==> src/rtl/mux41_arbiter.sv <==
// Round-robin arbiter/sequencer sharing one Mux41 among four 8-bit requesters.
// Define MUX41_ARB_FIXED_PRI_EN for fixed priority (a0 > a1 > a2 > a3).

module Mux41 (
   input  logic [7:0] a0,
   input  logic [7:0] a1,
   input  logic [7:0] a2,
   input  logic [7:0] a3,
   input  logic       s1,
   input  logic       s0,
   output logic [7:0] r
);
   always_comb begin
      case ({s1, s0})
         2'd0:    r = a0;
         2'd1:    r = a1;
         2'd2:    r = a2;
         default: r = a3;
      endcase
   end
endmodule

module mux41_arbiter #(
   parameter int unsigned RESET_PTR = 0
) (
   input  logic       clk,
   input  logic       rst_n,
   input  logic [7:0] a0,
   input  logic [7:0] a1,
   input  logic [7:0] a2,
   input  logic [7:0] a3,
   input  logic [3:0] req,
   output logic [3:0] ack,
   output logic [7:0] r,
   output logic       r_valid,
   input  logic       r_ready,
   output logic       s1,
   output logic       s0
);
   typedef enum logic [1:0] {IDLE, SEND, ACK} state_t;

   state_t     state;
   logic [1:0] sel;
   logic [1:0] sel_nxt;
   logic [1:0] winner;
   logic [1:0] idx;
   logic       found;
   logic [7:0] mux_r;

`ifndef MUX41_ARB_FIXED_PRI_EN
   logic [1:0] ptr;

   // Scan ptr, ptr+1, ... (mod 4 via 2-bit wrap) and take the first request.
   always_comb begin
      winner = ptr;
      found  = 1'b0;
      idx    = ptr;
      for (int unsigned k = 0; k < 4; k++) begin
         idx = ptr + 2'(k);
         if (!found && req[idx]) begin
            winner = idx;
            found  = 1'b1;
         end
      end
   end
`else
   always_comb begin
      winner = 2'd0;
      found  = 1'b0;
      idx    = 2'd0;
      for (int unsigned k = 0; k < 4; k++) begin
         idx = 2'(k);
         if (!found && req[idx]) begin
            winner = idx;
            found  = 1'b1;
         end
      end
   end
`endif

   assign sel_nxt = (state == IDLE) ? winner : sel;

   Mux41 u_mux (
      .a0 (a0),
      .a1 (a1),
      .a2 (a2),
      .a3 (a3),
      .s1 (sel_nxt[1]),
      .s0 (sel_nxt[0]),
      .r  (mux_r)
   );

   assign s1 = sel[1];
   assign s0 = sel[0];

   always_ff @(posedge clk or negedge rst_n) begin
      if (!rst_n) begin
         state   <= IDLE;
         sel     <= '0;
         r       <= '0;
         r_valid <= 1'b0;
         ack     <= '0;
`ifndef MUX41_ARB_FIXED_PRI_EN
         ptr     <= 2'(RESET_PTR);
`endif
      end else begin
         case (state)
            IDLE: begin
               ack <= '0;
               if (|req) begin
                  sel     <= winner;
                  r       <= mux_r;
                  r_valid <= 1'b1;
                  state   <= SEND;
               end
            end
            SEND: begin
               if (r_ready) begin
                  r_valid <= 1'b0;
                  ack     <= 4'b0001 << sel;
                  state   <= ACK;
               end
            end
            ACK: begin
               ack   <= '0;
`ifndef MUX41_ARB_FIXED_PRI_EN
               ptr   <= sel + 2'd1;
`endif
               state <= IDLE;
            end
            default: state <= IDLE;
         endcase
      end
   end
endmodule

==> config.mk <==
export PLATFORM = sky130hd
export DESIGN_NAME = mux41_arbiter
export DESIGN_NICKNAME = d
export VERILOG_FILES = /design/src/rtl/mux41_arbiter.sv
export SDC_FILE = /design/constraint.sdc
export NUM_CORES = 1
export LEC_CHECK = 0
export CORE_ASPECT_RATIO = 1.4
export CORE_UTILIZATION = 42
export CTS_BUF_LIST = sky130_fd_sc_hd__clkbuf_8
export DETAILED_ROUTE_END_ITERATION = 10
export GPL_ROUTABILITY_DRIVEN = 0
export PLACE_DENSITY = 0.79
export SYNTH_ARGS = -nofsm -noshare
export SYNTH_HDL_FRONTEND = slang
export SYNTH_SLANG_ARGS = --single-unit
==> constraint.sdc <==
create_clock -name clk -period 4.6 [get_ports clk]
set_clock_uncertainty 0.1 [all_clocks]
set_input_delay 0.69 -clock clk [delete_from_list [all_inputs] [get_ports clk]]
set_output_delay 0.69 -clock clk [all_outputs]
set_load 0.01 [all_outputs]
==> metrics, run 1 <==
status finished, final reports clean; Initial Utilization 44.5%; core area 2910 sq um; Util after Layout 64.5%; ratio of cells with drive above 1 in the final layout 6.60%; I/O pin count between 50 and 60; Peak supply drop 0.312 mV; max_slew headroom around two fifths; Worst setup EP type flop; Iter 0 DRT Violations 48; Die Span Y slightly below 70 um; #FFs+latches synth 19; pin count of the biggest net entering global routing 20; worst-margin pin slew 0.921 ns; Setup CP Type in2reg; Final Hold Viols 0; HP Class reg2reg; Cells after Synth around 150; required time worst endpoint 4.66 ns; wire per inst 15.0 um; Synth top cells by count dfrtp_1 (19), nor2_1 (14), nand2_1 (13); die width 48.9 um; RSZ-0062 raised after global routing false; HPWL Detailed 2650 um; Yosys top cell by area dfrtp_1; max-cap violation count 0; slowest CP cell a2111oi_4; Synth top area share 36.8%; period utilization 59.0%; NumNets Final 241; register area share after synthesis 36.8%; post-CTS setup buffer count 0; antenna violations before repair 0; Worst-path clk slew about 0.08 ns; post-synthesis mux area share 0.870%; WHS 0.388 ns; simple-gate area share of the yosys netlist 25.4%; layout filler cell count 256; Netlist cell types 42; Peak Freq 368 MHz; yosys warns 0; fin crit period 2.71 ns; final-report setup violation count 0; Synth Area per Inst approximately 8.7 sq um; Remaining Overflow, GRT 0; Primary FF master, synth dfrtp_1; Syn Nets 192; post-CTS sizing 0; P&R area growth vs syn 44.9%; CTS Buf Count 3; crit-path cells clkdlybuf4s50_1, nor2_1, a2111oi_4, o31a_2, o211ai_1, a311oi_1; Hold-fix buffers, CTS 0; PwrDens a little under 500 nW/um^2; First-pass DRT Iterations 4; H-tree depth 1; Post-route DRC 0; top cells by area, synth dfrtp_1 (37%), a311oi_1 (4.7%), nor2_1 (4.1%), ha_1 (3.9%), nand2_1 (3.8%); first-pass GRT wire length roughly 5600 um; CP max stage delay ~0.65 ns; Clock Tree Buf Depth 2; clk root buf clkbuf_8; Synth Area in Compound Gates 27.6%; vias in the first global route 1233; post-route ant nets 0; Mapped Area 1290 sq um; # rows 23; Vias per Instance around 5.7; Design Area, Final 1870 sq um; Setup TNS 0 ns; most frequent cell after synthesis dfrtp_1; largest family of logic cells by synthesized area compound AO/OA/AOI/OAI gates; PortBufs 53; total power 0.925 mW; xor/xnor share of the synthesized area 0%; dpl cell area about 1800 sq um; post-route setup slack approximately 1.9 ns; gr usage total 21.8%; Post-Route WL 3500 um; Vias 1330; CTS tree yes; Die Area 3310 sq um; Inst Count DP 230; Critical Path AT 2.78 ns; pre-CTS WS 1.66 ns; Num Clock Sinks 19; Final Max Slew Viols 0; Leak slightly above 0.7 nW; Post-Synth Adder-Cell Area just under 4%; Async SR Flop Fraction 100%; startpoint types input port; number of synthesized flops with an enable pin 0; Max FO, Critical Path 9; Antenna Cells 0; final std cells w/o fill 234; clk_lat worst skew ~0.26 ns
[state kept, by name, summed over array words and instances (netlist names)]
signal,flops
ptr,2
ack,4
state,2
r,8
r_valid,1
sel,2
[cells in the final DEF, fill, tap and decap left out, drive strengths merged]
cell type / instances
or2: 2
o221ai: 2
a211oi: 2
a32o: 1
o31a: 2
o311a: 2
o21ai: 11
nor4: 1
clkinvlp: 1
inv: 7
and2: 1
nor2b: 3
nor3: 9
dfrtp: 19
a311oi: 7
nor2: 16
nand2: 13
nor3b: 6
clkdlybuf4s50: 53
mux2: 1
o211ai: 6
nand3: 3
a31oi: 1
a2bb2oi: 1
a41o: 1
clkbuf: 3
nand4: 2
a21oi: 3
o22ai: 5
and3: 2
nand2b: 5
ha: 4
a2111oi: 2
[layout make-up]
class                           instances  area, sq um  share of cell area [%]
Sequential cell                        19          475                    25.4
Clock inverter                          1         7.51                   0.401
Multi-Input combinational cell        114          747                    39.9
Inverter                                7         26.3                    1.40
Tap cell                               37         46.3                    2.47
Clock buffer                            3         41.3                    2.20
Timing Repair Buffer                   53          531                    28.3
[worst max-delay path: cells and delay by family]
kind	cells	cell delay, ns
compound gates	4	1.37
buf+inv	1	0.59
simple gates	1	0.13
[path summary, 6_finish.rpt]
path | start | endpoint | slack [ns] | depth (start not counted)
max in group asynchronous | rst_n | r[7] | 3.03 | 1
setup / recovery | req[1] | r[3] | 1.89 | 6
min in group asynchronous | rst_n | r_valid | 0.83 | 1
hold / removal | state[1] | state[0] | 0.39 | 1
hold reg to reg | state[1] | state[0] | 0.39 | 1
setup reg to reg | state[0] | r[5] | 2.18 | 5
[kinds of logic (layout without fill, tap and decap cells)]
group                    Yosys count  count (layout)
adder cells (fa/ha/maj)            4               4
AND/OR/NAND/NOR                   63              63
flip-flops                        19              19
multiplexers                       1               1
buffers and inverters             16              64
AO/OA/AOI/OAI                     46              46
[power by group]
part / switching (mW) / internal (mW)
Sequential: 0.0680 / 0.235
Combinational: 0.251 / 0.248
Clock: 0.0617 / 0.0611
[layer usage]
layer,wire length (um),vias up,track usage [%]
li1,-,650,-
met1,1520,620,27.1
met2,1790,54,37.8
met3,145,6,2.48
met4,48,0,10.3
met5,0,-,0
Power figures use the tool's default switching activity.
==> run 2, diff against run 1 <==
==> constraint.sdc (replaced) <==
create_clock -name clk -period 2.7 [get_ports clk]
set_clock_uncertainty 0.1 [all_clocks]
set_input_delay 0.405 -clock clk [delete_from_list [all_inputs] [get_ports clk]]
set_output_delay 0.405 -clock clk [all_outputs]
set_load 0.01 [all_outputs]
==> metrics, run 2 (synthesis gave the netlist of run 1 again) <==
first-pass GRT wire length between 5000 and 6000 um; core area 2910 sq um; Crit path buffers/inverters 1; max reg flops 8; final-report setup violation count 0; Worst-path clk slew 0.08 ns; Remaining Overflow, GRT 0; gr usage total 22.5%; Final Max Slew Viols 0; antenna violations before repair 0; post-CTS sizing 0; PwrDens 841 nW/um^2; Leak 0.732 nW; status finished, final reports clean; P&R area growth vs syn 47.2%; CTS tree yes; CP max stage delay 0.59 ns; slowest CP cell clkdlybuf4s50_1; Critical Path AT 2.33 ns; CP delay by family, top compound AO/OA/AOI/OAI gates; Die Area 3310 sq um; clk_lat worst skew 0.25 ns; Die Span Y 67.7 um; Post-Route WL 3550 um; Util after Layout between 60% and 70%; Max FO, Critical Path 6; worst-margin pin slew 0.859 ns; max-cap violation count 0; startpoint types input port; HPWL Detailed around 2800 um; Top Registers r x8, ack x4; post-route ant nets 0; Antenna Cells 0; layout filler cell count 250; post-CTS setup buffer count 0; Top reg by flops r; NumNets Final 245; vias in the first global route 1266; Num Clock Sinks 19; period utilization 84.7%; Peak Freq 437 MHz; CTS Buf Count 3; fin crit period 2.29 ns; H-tree depth 1; crit-path cells clkdlybuf4s50_1, nor2_1, a2111oi_4, o31a_2, o211ai_1, a311oi_1; I/O pin count 54; Post-route DRC 0; Worst setup EP type flop; die width 48.9 um; most common cell after layout, fill and taps aside clkdlybuf4s50_1; Setup CP Type in2reg; Peak supply drop about 0.5 mV; Hold-fix buffers, CTS 0; Clock Tree Buf Depth 2; clk root buf clkbuf_8; Iter 0 DRT Violations 38; pin count of the biggest net entering global routing 20; HP Class reg2reg; wire per inst around 15 um; # rows 23; required time worst endpoint 2.75 ns; max_slew headroom 42.6%; First-pass DRT Iterations 4; ratio of cells with drive above 1 in the final layout 8.46%; PortBufs 53; Setup TNS 0 ns; Initial Utilization roughly 45%; Vias 1359; Final Hold Viols 0; Vias per Instance 5.71; commonest non-fill, non-tap cells in the layout clkdlybuf4s50_1 (53), dfrtp_1 (19), nor2_1 (14), nand2_1 (13), o21ai_0 (9); RSZ-0062 raised after global routing false
-- run 2: cell count changes in the layout (fill, tap and decap cells not counted), sizes merged --
cell,before,now
buf,0,4
-- run 2: layout make-up --
type	instances	area, sq um	share of cell area [%]
clock inverter	1	7.51	0.394
clock buffer	3	41.3	2.17
multi-input combinational	114	747	39.2
timing repair buffer	57	561	29.4
sequential	19	475	25.0
inverter	7	26.3	1.38
tap	37	46.3	2.43
-- run 2: final timing paths --
| check | end | startpoint | slack (ns) | depth (start not counted) |
|---|---|---|---|---|
| min in group asynchronous | r_valid | rst_n | 0.54 | 1 |
| worst min-delay path | state[0] | state[1] | 0.39 | 1 |
| worst min register to register | state[0] | state[1] | 0.39 | 1 |
| worst max-delay path | r[0] | req[1] | 0.41 | 6 |
| max in group asynchronous | r[5] | rst_n | 1.44 | 1 |
| worst max register to register | r[7] | ptr[1] | 0.64 | 5 |
-- run 2: power breakdown --
part           switching [mW]  internal [mW]  total, mW
logic                   0.434          0.445      0.879
registers               0.120          0.400      0.520
clock network          0.0999          0.104      0.204
-- run 2: per-layer routing --
metal  GRT usage (%)  routed length, um  part of all wire (%)  vias up
met5               0                  0                     0        -
met4            9.19                 60                   1.7        0
met3            2.48                131                   3.7        6
met2            40.1               1840                    52       43
met1            27.8               1520                    43      648
li1                -                  -                     -      662
-- run 2: per-stage QoR --
step / instances / instance area, sq um / hold slack [ns] / setup WS, ns / total power [mW]
3_3_place_gp: 234 / 1860 / 0.364 / 0.206 / 1.37
4_1_cts: 238 / 1900 / 0.386 / 0.417 / 1.61
5_1_grt: 238 / 1900 / 0.421 / 0.236 / 1.73
6_report: 238 / 1900 / 0.387 / 0.414 / 1.60
2_1_floorplan: 149 / 1290 / 0.00941 / 0.792 / 1.03
3_5_place_dp: 234 / 1860 / 0.374 / 0.160 / 1.41
-- run 2: worst register-to-register path, delay by kind of cell (launching register included) --
family	cells	cell delay [ns]
flops	1	0.49
simple gates	2	0.78
compound gates	3	0.60
